$ cat config.mk
export PLATFORM = sky130hd
export DESIGN_NAME = inv_shift_rows_stream
export DESIGN_NICKNAME = d
export VERILOG_FILES = /design/src/rtl/inv_shift_rows_stream.sv
export SDC_FILE = /design/constraint.sdc
export NUM_CORES = 1
export LEC_CHECK = 0
export CAP_MARGIN = 20
export CORE_MARGIN = 2
export CORE_UTILIZATION = 45
export CTS_CLUSTER_DIAMETER = 200
export CTS_CLUSTER_SIZE = 20
export DETAILED_ROUTE_END_ITERATION = 12
export DONT_BUFFER_PORTS = 1
export PLACE_DENSITY_LB_ADDON = 0.2
export RECOVER_POWER = 50
export SLEW_MARGIN = 30
export SYNTH_ARGS = -nofsm -noshare
export SYNTH_HDL_FRONTEND = slang
export SYNTH_SLANG_ARGS = --single-unit
$ cat constraint.sdc
create_clock -name clk -period 3 [get_ports clk]
set_input_delay 0.3 -clock clk [delete_from_list [all_inputs] [get_ports clk]]
set_output_delay 0.3 -clock clk [all_outputs]
set_load 0.005 [all_outputs]
$ cat src/rtl/inv_shift_rows_stream.sv
// Byte-serial AES (Inv)ShiftRows stage: gathers 16 bytes, emits one 128-bit state.
// One finished block is held at the output while the next block is collected.
module inv_shift_rows_stream #(
    parameter bit INVERSE    = 1'b1,
    parameter bit CHECK_LAST = 1'b1
) (
    input  logic         clk,
    input  logic         rst,
    input  logic         abort,
    input  logic         in_valid,
    output logic         in_ready,
    input  logic [7:0]   in_byte,
    input  logic         in_last,
    output logic         out_valid,
    input  logic         out_ready,
    output logic [127:0] out_state,
    output logic         err,
    output logic         busy
);

    typedef enum logic [0:0] {
        COLLECT = 1'b0,
        PENDING = 1'b1
    } state_e;

    state_e         state_q, state_d;
    logic [3:0]     cnt_q, cnt_d;
    logic [127:0]   buf_q, buf_d;
    logic [127:0]   out_state_q, out_state_d;
    logic           out_valid_q, out_valid_d;
    logic           err_q, err_d;

    logic           accept;
    logic           slot_free;
    logic           xfer;
    logic           full_byte;
    logic           frame_drop;
    logic           load;

    function automatic logic [127:0] shift_rows(input logic [127:0] s);
        logic [31:0] r1, r2, r3;
        r1 = s[63:32];
        r2 = s[95:64];
        r3 = s[127:96];
        if (INVERSE) begin
            return {r3[7:0], r3[31:8], r2[15:0], r2[31:16],
                    r1[23:0], r1[31:24], s[31:0]};
        end
        return {r3[23:0], r3[31:24], r2[15:0], r2[31:16],
                r1[7:0], r1[31:8], s[31:0]};
    endfunction

    always_ff @(posedge clk) begin
        if (rst) begin
            state_q <= COLLECT;
        end else begin
            state_q <= state_d;
        end
    end

    always_comb begin
        state_d = state_q;
        if (abort) begin
            state_d = COLLECT;
        end else begin
            unique case (state_q)
                COLLECT: if (full_byte && !slot_free) state_d = PENDING;
                PENDING: if (slot_free) state_d = COLLECT;
                default: state_d = COLLECT;
            endcase
        end
    end

    always_comb begin
        in_ready = (state_q == COLLECT) && !abort && !rst;
        busy     = (cnt_q != 4'd0) || (state_q == PENDING);
    end

    always_comb begin
        accept     = in_valid && in_ready;
        slot_free  = !out_valid_q || out_ready;
        xfer       = out_valid_q && out_ready;
        full_byte  = accept && (cnt_q == 4'd15);
        frame_drop = CHECK_LAST && accept && in_last && (cnt_q != 4'd15);

        // In PENDING no byte is accepted, so buf_d is the completed block.
        buf_d = buf_q;
        if (accept && !frame_drop) begin
            buf_d[{cnt_q, 3'b000} +: 8] = in_byte;
        end

        load = !abort && slot_free &&
               (((state_q == COLLECT) && full_byte) || (state_q == PENDING));

        cnt_d = cnt_q;
        if (abort || frame_drop || load) begin
            cnt_d = 4'd0;
        end else if (accept && !full_byte) begin
            cnt_d = cnt_q + 4'd1;
        end

        out_state_d = out_state_q;
        out_valid_d = out_valid_q;
        if (load) begin
            out_state_d = shift_rows(buf_d);
            out_valid_d = 1'b1;
        end else if (xfer) begin
            out_valid_d = 1'b0;
        end

        err_d = frame_drop || (CHECK_LAST && full_byte && !in_last);
    end

    always_ff @(posedge clk) begin
        if (rst) begin
            cnt_q       <= 4'd0;
            buf_q       <= '0;
            out_state_q <= '0;
            out_valid_q <= 1'b0;
            err_q       <= 1'b0;
        end else begin
            cnt_q       <= cnt_d;
            buf_q       <= buf_d;
            out_state_q <= out_state_d;
            out_valid_q <= out_valid_d;
            err_q       <= err_d;
        end
    end

    assign out_state = out_state_q;
    assign out_valid = out_valid_q;
    assign err       = err_q;

endmodule

; ---- Word level (Yosys, flattened, before mapping)
; Cells that the tools add are included.
[op_classes]
shift = 2
addsub = 2
n_mux = 9
reduce_logical = 31
n_bitwise = 1
n_eq_ne = 2
[op_table]
columns = operator, count
row1 = $mux W128, 2
row2 = $bwmux W128, 1
row3 = $shift A8 B9 Y128 const A, 1
row4 = $shiftx A8 B9 Y128, 1
row5 = $logic_and A1 B1 Y1, 14
row6 = $neg A7 Y9, 1
row7 = $logic_not A1 Y1, 7
row8 = $logic_or A1 B1 Y1, 6
row9 = $mux W1, 5
row10 = $add A4 B1 Y4 const B, 1
row11 = $eq A4 B4 Y1 const B, 1
row12 = $ne A4 B4 Y1 const B, 1
row13 = $reduce_bool A4 Y1, 1
row14 = $reduce_or A2 Y1, 2
row15 = $pmux W1 S2, 1
row16 = $reduce_bool A2 Y1, 1
row17 = $not A1 Y1, 1
[word_totals]
reg_bits = 263
out_inout_bits = 132
elab_cells = 53

; ---- Depth between registers and ports, before layout
; Gate-level depths: netlist of run 1.
[logic_depth]
ltp_word = 10
ltp_mapped = 10
ltp_nobuf = 6

; ---- Worst setup path before layout of run 1
; OpenSTA, ideal clock, no wires.
[synth_timing]
kind = reg2reg
from = register cnt_q[0]
to = register out_state_q[38] (netlist: out_state[38])
slack_ns = 0.234
required_time_ns = 2.912
stages_incl_launch_ff = 11
path_buffers = 4
arrival_time_ns = 2.678
cell_sequence = dfxtp_1 > buf_2 > clkbuf_1 > inv_1 > ha_1 > buf_2 > or3b_1 > a311oi_4 > buf_6 > nand3_1 > a311oi_2
[synth_between]
elab_chain_len = 6
word_cells_on_any_way = 15
classes_between = 1 x add/sub / 2 x eq/ne / 2 x shift / 3 x mux / 7 x reduce/logical
[synth_rtl]
columns = item, line_no
row1 = start: declaration, 27  ; logic [3:0] cnt_q, cnt_d;
row2 = start signal: assignment, 122  ; cnt_q <= cnt_d;
row3 = "parallel branches: the longest is 6 deep, another holds $neg A7 Y9", n/a
row4 = end signal: assignment, 124  ; out_state_q <= out_state_d;
row5 = end: declaration, 29  ; logic [127:0] out_state_q, out_state_d;
; Several ways; the timed one is not identified.
; A chain may end at the register's enable or synchronous reset.

; ---- Worst setup path after layout of run 1
[layout_timing]
from = register state_q
to = register buf_q[101]
[layout_between]
elab_chain_len = 9
[layout_rtl]
columns = item, line_no
row1 = start: declaration, 26  ; state_e state_q, state_d;
row2 = start signal: assignment, 57  ; state_q <= state_d;
row3 = $not A1 Y1 (*), n/a
row4 = $logic_and A1 B1 Y1 (*) (2 in series), 75  ; in_ready = (state_q == COLLECT) && !abort && !rst;
row5 = $logic_and A1 B1 Y1 (*), 80  ; accept = in_valid && in_ready;
row6 = $logic_and A1 B1 Y1 (2 in series), 84  ; frame_drop = CHECK_LAST && accept && in_last && (cnt_q != 4'd15);
row7 = $logic_not A1 Y1, 88  ; if (accept && !frame_drop) begin
row8 = $logic_and A1 B1 Y1 (*), 88
row9 = $mux W128 (*), 88
row10 = end signal: assignment, 123  ; buf_q <= buf_d;
row11 = end: declaration, 28  ; logic [127:0] buf_q, buf_d;
; Every way passes the cells marked *; elsewhere a longest branch is shown, timed or not.

==> reports/metrics.cfg, run 1 <==
[logic_synthesis]
synthTopCellsByCount = 263 x dfxtp_1, 256 x a21oi_1, 155 x o21ai_0
netlist_area_sq_mm = 0.0107
synth_most_common_cell = dfxtp_1
seq_area_frac_synth = 0.494
synthFlopType = dfxtp_1
syn-instance-count = 1205
synth_fp_nets = 1223
synth-seq-cells = 263
ys.warnings.count = 0
synth_top_area_frac = 0.494
yosysTopAreaCell = dfxtp_1
synth-edff-count = 0
syn-mean-instance-area_sq_um = 8.84
async_reset_ff_frac = 0
synth_cell_types = 60
synth_area_leaders = dfxtp_1 49%, a21oi_1 12%, o21ai_0 7.3%, nand3_1 6.8%, a311oi_1 5.2%

[cts]
cts_root_buf = clkbuf_16
numCtsBuffers = 17
max-clock-path-buffers = 3
clock-sinks = 263
clk_pin_slew_worst_paths_ps = 90
worstSkewPairLatency_ps = 490
cts_tree = yes
htree_levels = 1

[sta]
finalSetupViolations = 0
slew_viol_final = 0
finalCritPeriodShare = 0.944
maxSlewHeadroom = 0.322
period_needed_ps = 2830
fin_skew_ps = 17.2
rsz0062_at_grt = false
fmax_mhz = 353
hold_violations = 0
tightest_slew_ps = 1020
setup_tns_ps = 0

[floorplanning]
die_x_um = 158
start_util = 0.457
io_pins = 146
die_height_um = 158
core_area_sq_mm = 0.0233
dieArea_sq_mm = 0.0249
rows = 56

[pwr]
p_sw_uw = 1320
power_frac_clock = 0.378
seqPwrFrac = 0.593
comb_power_share = 0.029
leakage_uw = 0.00416
swShare = 0.225
p_total_uw = 5880
p_int_uw = 4560
powerDensity_mw_per_mm2 = 468
vdd_drop_max_mv = 0.432

[min_path]
holdCritStartpoint = in_byte[4]
hold_depth = 2
hp-class = in -> reg
holdPathEnd = out_state[124]

[setup_path]
crit_slowest_cell = or4b_1
crit_path_end_kind = flop
crit_type = reg -> reg
required_ps = 3430
startpoint = state_q
critPathLaunchType = flop
worstReg2RegStart = state_q
critPathMaxFanout = 9
critPathMaxStageDelay_ps = 820
crit_path_cell_trace = or4b_1, a211oi_2, nand3_1, a21oi_1, dlygate4sd3_1
r2r_slack_ps = 170
critPathArrivalTime_ps = 3270
reg2reg_to = buf_q[101]
r2r_cells = 5

[routing]
num_vias = 9843
drt_pass1_iterations = 5
postRouteAntennaNets = 0
drc_errors = 0
routedWlPerCell_um = 21.7
routed_wl_um = 34100
drtIter0Drc = 822
routed_via_density = 6.27

[placed_design]
hpwl_um = 19200
finalWeightedCongestion = 0.785
postPlaceCellArea_sq_mm = 0.0108
io_buffers = 0

[finish]
num-nets-final = 1271
drive_gt1_frac = 0.0711
antennaDiodeCount = 0
area_delta_synth_final_pct = 18.1
utilization = 0.539
post-route-cell-area_sq_mm = 0.0126
nFillCells = 2163

[job]
max_cap_viol_count = 0

[grt]
grt_remaining_overflow = 0
grt_antenna_before_repair = 0
grt_pass1_wl_um = 52900
grt_max_degree = 145
grt_usage = 0.267
grt_pass1_vias = 9223

[outcome]
outcome = complete, no violations

==> worst max-delay path: cells and delay by family, from the launching register on <==
family	cells	cell delay, ps
buf+inv	1	560
flops	1	420
simple gates	2	1000
compound gates	2	790
==> cells in the final DEF (no fill, tap or decap), types with 3 or more instances in the layout <==
| cell type | n |
|---|---|
| a211oi_1 | 9 |
| a211oi_2 | 3 |
| a21oi_1 | 255 |
| a311oi_1 | 63 |
| a311oi_2 | 9 |
| and2_1 | 11 |
| and3_1 | 7 |
| buf_12 | 5 |
| buf_4 | 25 |
| clkbuf_1 | 3 |
| clkbuf_16 | 17 |
| dfxtp_1 | 261 |
| dlygate4sd3_1 | 124 |
| ha_1 | 3 |
| mux2i_1 | 8 |
| nand2_1 | 9 |
| nand2b_1 | 4 |
| nand3_1 | 145 |
| nand4_1 | 24 |
| nor2_1 | 20 |
| nor2b_1 | 4 |
| o2111ai_1 | 3 |
| o211ai_1 | 4 |
| o21ai_0 | 153 |
| o21ai_1 | 6 |
| o31ai_1 | 17 |
| or3_1 | 4 |
| or4_1 | 3 |
==> power groups by stage <==
stage	Clock, uW	Combinational [uW]	Sequential (uW)
finish	2230	169	3490
global route	2390	177	3490
CTS	2270	164	3490
detailed placement	0	97.6	3570
global placement	0	97.6	3570
floorplan	0	133	3570
==> sequential cells by signal (all words and copies together) (netlist names) <==
register,flops
out_state,128
cnt_q,4
out_valid,1
err,1
state_q,1
buf_q,128
==> logic make-up (layout without fill, tap and decap cells) <==
logic type | after synthesis | after routing | synth area share
AO/OA/AOI/OAI | 542 | 542 | 0.308
XOR/XNOR | 2 | 2 | 0.00164
adder cells (fa/ha/maj) | 4 | 4 | 0.00470
buffers and inverters | 132 | 179 | 0.0536
flip-flops | 263 | 263 | 0.494
multiplexers | 8 | 8 | 0.00751
AND/OR/NAND/NOR | 254 | 254 | 0.130
==> layer usage <==
layer | global-route usage | routed length, um | part of all wire | vias up
met3 | 0.0679 | 2880 | 0.084 | 57
met2 | 0.410 | 15400 | 0.45 | 337
met5 | 0 | 0 | 0 | -
met1 | 0.372 | 14900 | 0.44 | 4822
li1 | - | - | - | 4627
met4 | 0.0792 | 930 | 0.027 | 0
==> how the worst max path moves through the flow <==
stage	endpoint	cells after the start	slack, ps
final	buf_q[101]	5	170
after global routing	out_state[88]	6	30
after CTS	out_state[95]	7	10
after detailed placement	out_state[117]	5	380
after global placement	out_state[106]	5	460
after floorplan	out_state[38]	10	230
==> area by class of cell <==
| type | count | area (sq um) | area share |
|---|---|---|---|
| clock buffer | 17 | 425 | 0.0338 |
| clock inverter | 1 | 20.0 | 0.00159 |
| inverter | 3 | 11.3 | 0.000895 |
| multi-input combinational | 810 | 4890 | 0.389 |
| sequential | 263 | 5270 | 0.419 |
| tap | 319 | 399 | 0.0317 |
| timing repair buffer | 158 | 1570 | 0.125 |
==> per-stage QoR <==
stage | hold slack (ps) | instances | setup WS [ps]
2_1_floorplan | 379 | 1205 | 234
3_3_place_gp | 387 | 1427 | 460
3_5_place_dp | 386 | 1427 | 382
4_1_cts | 1.63 | 1570 | 12.9
5_1_grt | 23.1 | 1571 | 27.6
6_report | 12.4 | 1571 | 167
==> repair_timing <==
action	in CTS	in global routing
setup buffers	0	1
hold endpoints to repair	261	0
setup endpoints to repair	0	93
hold buffers	125	0
resized for setup	0	11
Note: power is estimated with default switching activity, not from simulation.
==> run 2, diff against run 1 <==
--- a/config.mk
+++ b/config.mk
@@ -12,7 +12,7 @@
 export CTS_CLUSTER_SIZE = 20
 export DETAILED_ROUTE_END_ITERATION = 12
 export DONT_BUFFER_PORTS = 1
-export PLACE_DENSITY_LB_ADDON = 0.2
+export PLACE_DENSITY = 0.62
 export RECOVER_POWER = 50
 export SLEW_MARGIN = 30
 export SYNTH_ARGS = -nofsm -noshare
==> run 2 against run 1 <==
Against the previous run:
- sequential power about the same
- die area unchanged
- worst setup slack got worse by 35 ps
- non-clock buffer count shrank 5
- largest cell class unchanged
- sequential cell count stayed put
==> reports/metrics.cfg, run 2 (synthesized netlist as in run 1, its figures left out) <==
[setup_path]
r2r_slack_ps = 130
critPathMaxStageDelay_ps = 590
reg2reg_to = out_state[55]
critPathMaxFanout = 15
crit_type = reg -> reg
crit_path_end_kind = flop
critPathArrivalTime_ps = 3300
critPathLaunchType = flop
worstReg2RegStart = cnt_q[1]
path_buf_inv = 3
path_delay_family = buffers and inverters
required_ps = 3430
crit_path_cell_trace = inv_1, ha_2, or4bb_1, a311oi_4, buf_6, nand3_1, a311oi_1, dlygate4sd3_1
crit_slowest_cell = or4bb_1
r2r_cells = 8

[finish]
num-nets-final = 1266
final_common_cell = dfxtp_1
final_cell_mix = 259 x dfxtp_1, 255 x a21oi_1, 154 x o21ai_0
drive_gt1_frac = 0.0802
antennaDiodeCount = 0
area_delta_synth_final_pct = 18.2
nFillCells = 2212
post-route-cell-area_sq_mm = 0.0126

[floorplanning]
core_area_sq_mm = 0.0233
io_pins = 146
dieArea_sq_mm = 0.0249
die_height_um = 158
rows = 56
die_x_um = 158
start_util = 0.457

[routing]
drc_errors = 0
routed_wl_um = 33800
routed_via_density = 6.26
routedWlPerCell_um = 21.6
num_vias = 9806
postRouteAntennaNets = 0
drtIter0Drc = 938
drt_pass1_iterations = 5

[grt]
grt_antenna_before_repair = 0
grt_usage = 0.263
grt_pass1_vias = 9144
grt_remaining_overflow = 0
grt_max_degree = 148
grt_pass1_wl_um = 52400

[cts]
cts_tree = yes
clk_pin_slew_worst_paths_ps = 80
numCtsBuffers = 17
htree_levels = 1
max-clock-path-buffers = 3
worstSkewPairLatency_ps = 510
clock-sinks = 263
cts_root_buf = clkbuf_16

[min_path]
holdCritStartpoint = in_byte[5]
holdPathEnd = out_state[69]
hold_depth = 2
hp-class = in -> reg

[job]
max_cap_viol_count = 0

[pwr]
leakage_uw = 0.00414
powerDensity_mw_per_mm2 = 469
vdd_drop_max_mv = 0.348

[placed_design]
io_buffers = 0
finalWeightedCongestion = 0.867
hpwl_um = 19000
postPlaceCellArea_sq_mm = 0.0108

[sta]
period_needed_ps = 2870
finalSetupViolations = 0
tightest_slew_ps = 731
maxSlewHeadroom = 0.512
setup_tns_ps = 0
fin_skew_ps = 18.3
fmax_mhz = 349
slew_viol_final = 0
hold_violations = 0
rsz0062_at_grt = false
finalCritPeriodShare = 0.956

[outcome]
outcome = complete, no violations

-- run 2: changes by cell type in the layout (fill, tap and decap cells not counted), moves of 2 or more --
cell,delta
dlygate4sd3_1,-3
clkbuf_1,-2
dfxtp_2,+2
nand3_2,+2
nand3_1,-2
dfxtp_1,-2
-- run 2: per-layer routing --
layer | vias to the layer above | global-route usage | part of all wire
met2 | 378 | 0.398 | 0.45
met4 | 0 | 0.0732 | 0.027
met1 | 4757 | 0.366 | 0.43
li1 | 4614 | - | -
met5 | - | 0 | 0
met3 | 57 | 0.0777 | 0.097
-- run 2: area by class of cell --
class,instances,area [sq um],area share
flip-flops and latches,263,5270,0.418
multi-input cells,810,4940,0.392
repair buffers,153,1530,0.122
clock buffers,17,425,0.0338
well taps,319,399,0.0317
clock inverters,1,20.0,0.00159
inverters,3,11.3,0.000894
-- run 2: through the flow --
stage               hold WS (ps)  total power (uW)  cells   util  setup slack [ps]
floorplan                    379              3710   1205      -               234
CTS                         19.0              5950   1566  0.536              13.0
finish                      22.4              5900   1566  0.540               132
global placement             388              3670   1426  0.464               581
detailed placement           383              3670   1426  0.464               444
global route                44.5              6080   1566  0.540              6.58
-- run 2: worst max path at each step --
| stage | startpoint | end | slack (ps) | cells past startpoint |
|---|---|---|---|---|
| 5_1_grt | cnt_q[2] | out_state[78] | 7 | 6 |
| 2_1_floorplan | cnt_q[0] | out_state[38] | 230 | 10 |
| 3_3_place_gp | cnt_q[1] | out_state[106] | 580 | 7 |
| 6_report | cnt_q[1] | out_state[55] | 130 | 8 |
| 4_1_cts | cnt_q[1] | out_state[64] | 10 | 8 |
| 3_5_place_dp | cnt_q[1] | out_state[123] | 440 | 6 |
-- run 2: where the power goes --
group          leakage, uW  switching (uW)  internal [uW]
Clock             0.000219            1200           1030
Combinational      0.00180             135           40.2
Sequential         0.00212            1.31           3490
-- run 2: repair_timing --
item / in CTS / in global routing
setup buffers: 0 / 0
gates resized for setup: 0 / 24
hold buffers: 122 / 0
endpoints found under the hold margin: 261 / 0
setup endpoints to repair: 0 / 105
==> run 3, diff against run 2 <==
--- a/config.mk
+++ b/config.mk
@@ -8,6 +8,7 @@
 export CAP_MARGIN = 20
 export CORE_MARGIN = 2
 export CORE_UTILIZATION = 45
+export CTS_BUF_LIST = sky130_fd_sc_hd__clkbuf_2
 export CTS_CLUSTER_DIAMETER = 200
 export CTS_CLUSTER_SIZE = 20
 export DETAILED_ROUTE_END_ITERATION = 12
==> run 3 against run 2 <==
Against the previous run:
- sequential cell count did not move
- clock power is 43% lower
- largest power group unchanged
- highest routed layer unchanged
- die area is the same
- utilization grew 0.97 points
- cell area increased by 1.8%
==> reports/metrics.cfg, run 3 (synthesized netlist as in run 1, its figures left out) <==
[sta]
finalCritPeriodShare = 0.947
tightest_slew_ps = 1000
holdWs_ps = 55.5
rsz0062_at_grt = false
setup_tns_ps = 0
maxSlewHeadroom = 0.332
finalSetupViolations = 0
worst_slack_ps = 158
slew_viol_final = 0
fin_skew_ps = 103
hold_violations = 0
period_needed_ps = 2840
fmax_mhz = 352

[pwr]
swShare = 0.256
p_int_uw = 3740
power_frac_clock = 0.254
vdd_drop_max_mv = 0.287
powerDensity_mw_per_mm2 = 392
leakage_uw = 0.00437
comb_power_share = 0.045
seqPwrFrac = 0.701
p_sw_uw = 1280

[grt]
grt_remaining_overflow = 0
grt_pass1_vias = 9586
grt_usage = 0.273
grt_antenna_before_repair = 2
grt_pass1_wl_um = 54100
grt_max_degree = 173

[placed_design]
postPlaceCellArea_sq_mm = 0.0108
hpwl_um = 19000
preCtsSetupSlack_ps = 444
dpl.cell_count = 1426
finalWeightedCongestion = 0.867
io_buffers = 0

[finish]
post-route-cell-area_sq_mm = 0.0128
area_delta_synth_final_pct = 20.3
final_common_cell = dfxtp_1
final_cell_count_no_fill = 1622
final_cell_mix = 259 x dfxtp_1, 255 x a21oi_1, 175 x dlygate4sd3_1
num-nets-final = 1321
drive_gt1_frac = 0.0745

[floorplanning]
rows = 56
core_area_sq_mm = 0.0233
io_pins = 146
die_height_um = 158
start_util = 0.457
dieArea_sq_mm = 0.0249
die_x_um = 158

[setup_path]
startpoint = cnt_q[1]
crit_type = reg -> reg
critPathLaunchType = flop
worstReg2RegStart = cnt_q[1]
critPathArrivalTime_ps = 3660
crit_path_end_kind = flop
critPathMaxFanout = 68
required_ps = 3820

[min_path]
hp-class = in -> reg
holdCritStartpoint = in_last

[cts]
cts_tree = yes
cts_root_buf = clkbuf_2
clk_pin_slew_worst_paths_ps = 360
htree_levels = 1
worstSkewPairLatency_ps = 870
clock-sinks = 263
numCtsBuffers = 17
max-clock-path-buffers = 3

[job]
max_cap_viol_count = 0

[routing]
num_vias = 10000
postRouteAntennaNets = 0
drt_pass1_iterations = 7
met2_length_um = 15200
routedWlPerCell_um = 21.5
wl_met3_um = 3610
drc_errors = 0
routed_via_density = 6.17
routed.top_layer = met4
drtIter0Drc = 1037
routed_wl_um = 34800
wl_met1_um = 14900

[outcome]
outcome = complete, no violations

-- run 3: cell count changes in the layout (fill, tap and decap cells not counted), sizes merged --
cell / previous run / this run
diode: 0 / 1
dlygate4sd3: 121 / 175
buf: 31 / 32
-- run 3: path summary, 6_finish.rpt --
kind | endpoint | slack, ps | cells past startpoint
worst max-delay path | out_state[50] | 160 | 7
worst min-delay path | out_state[100] | 60 | 4
worst max register to register | out_state[50] | 160 | 7
worst min register to register | buf_q[28] | 490 | 2
-- run 3: final cells by class --
cell class	count	area, sq um
clock buffers	17	85.1
multi-input cells	810	4930
diodes	1	2.50
flip-flops and latches	263	5270
repair buffers	208	2100
well taps	319	399
inverters	3	11.3
fillers	2235	10500
clock inverters	1	20.0
-- run 3: per-stage QoR --
| step | util | power [uW] |
|---|---|---|
| floorplan | - | 3710 |
| global placement | 0.464 | 3670 |
| detailed placement | 0.464 | 3670 |
| CTS | 0.543 | 5040 |
| global route | 0.549 | 5200 |
| finish | 0.549 | 5020 |
-- run 3: worst max-delay path: stages (launching register included) --
cell	delay [ps]
dfxtp_2	510
ha_1	350
and3_2	410
a21o_2	240
buf_12	260
a21oi_1	110
a311oi_1	270
dlygate4sd3_1	590
-- run 3: routing by layer --
layer / global-route usage / vias up
met4: 0.0944 / 0
met2: 0.403 / 379
li1: - / 4733
met5: 0 / -
met3: 0.0901 / 76
met1: 0.372 / 4818
-- run 3: power groups by stage --
stage / sequential (uW) / clock (uW) / combinational [uW]
floorplan: 3570 / 0 / 133
global placement: 3570 / 0 / 99.4
detailed placement: 3570 / 0 / 99.5
CTS: 3520 / 1310 / 207
global route: 3530 / 1440 / 235
finish: 3520 / 1280 / 224
-- run 3: timing repair --
item,in CTS,in global routing
setup buffers,0,0
endpoints found under the hold margin,263,21
hold buffers,171,6
gates resized for setup,0,22
endpoints found under the setup margin,0,155
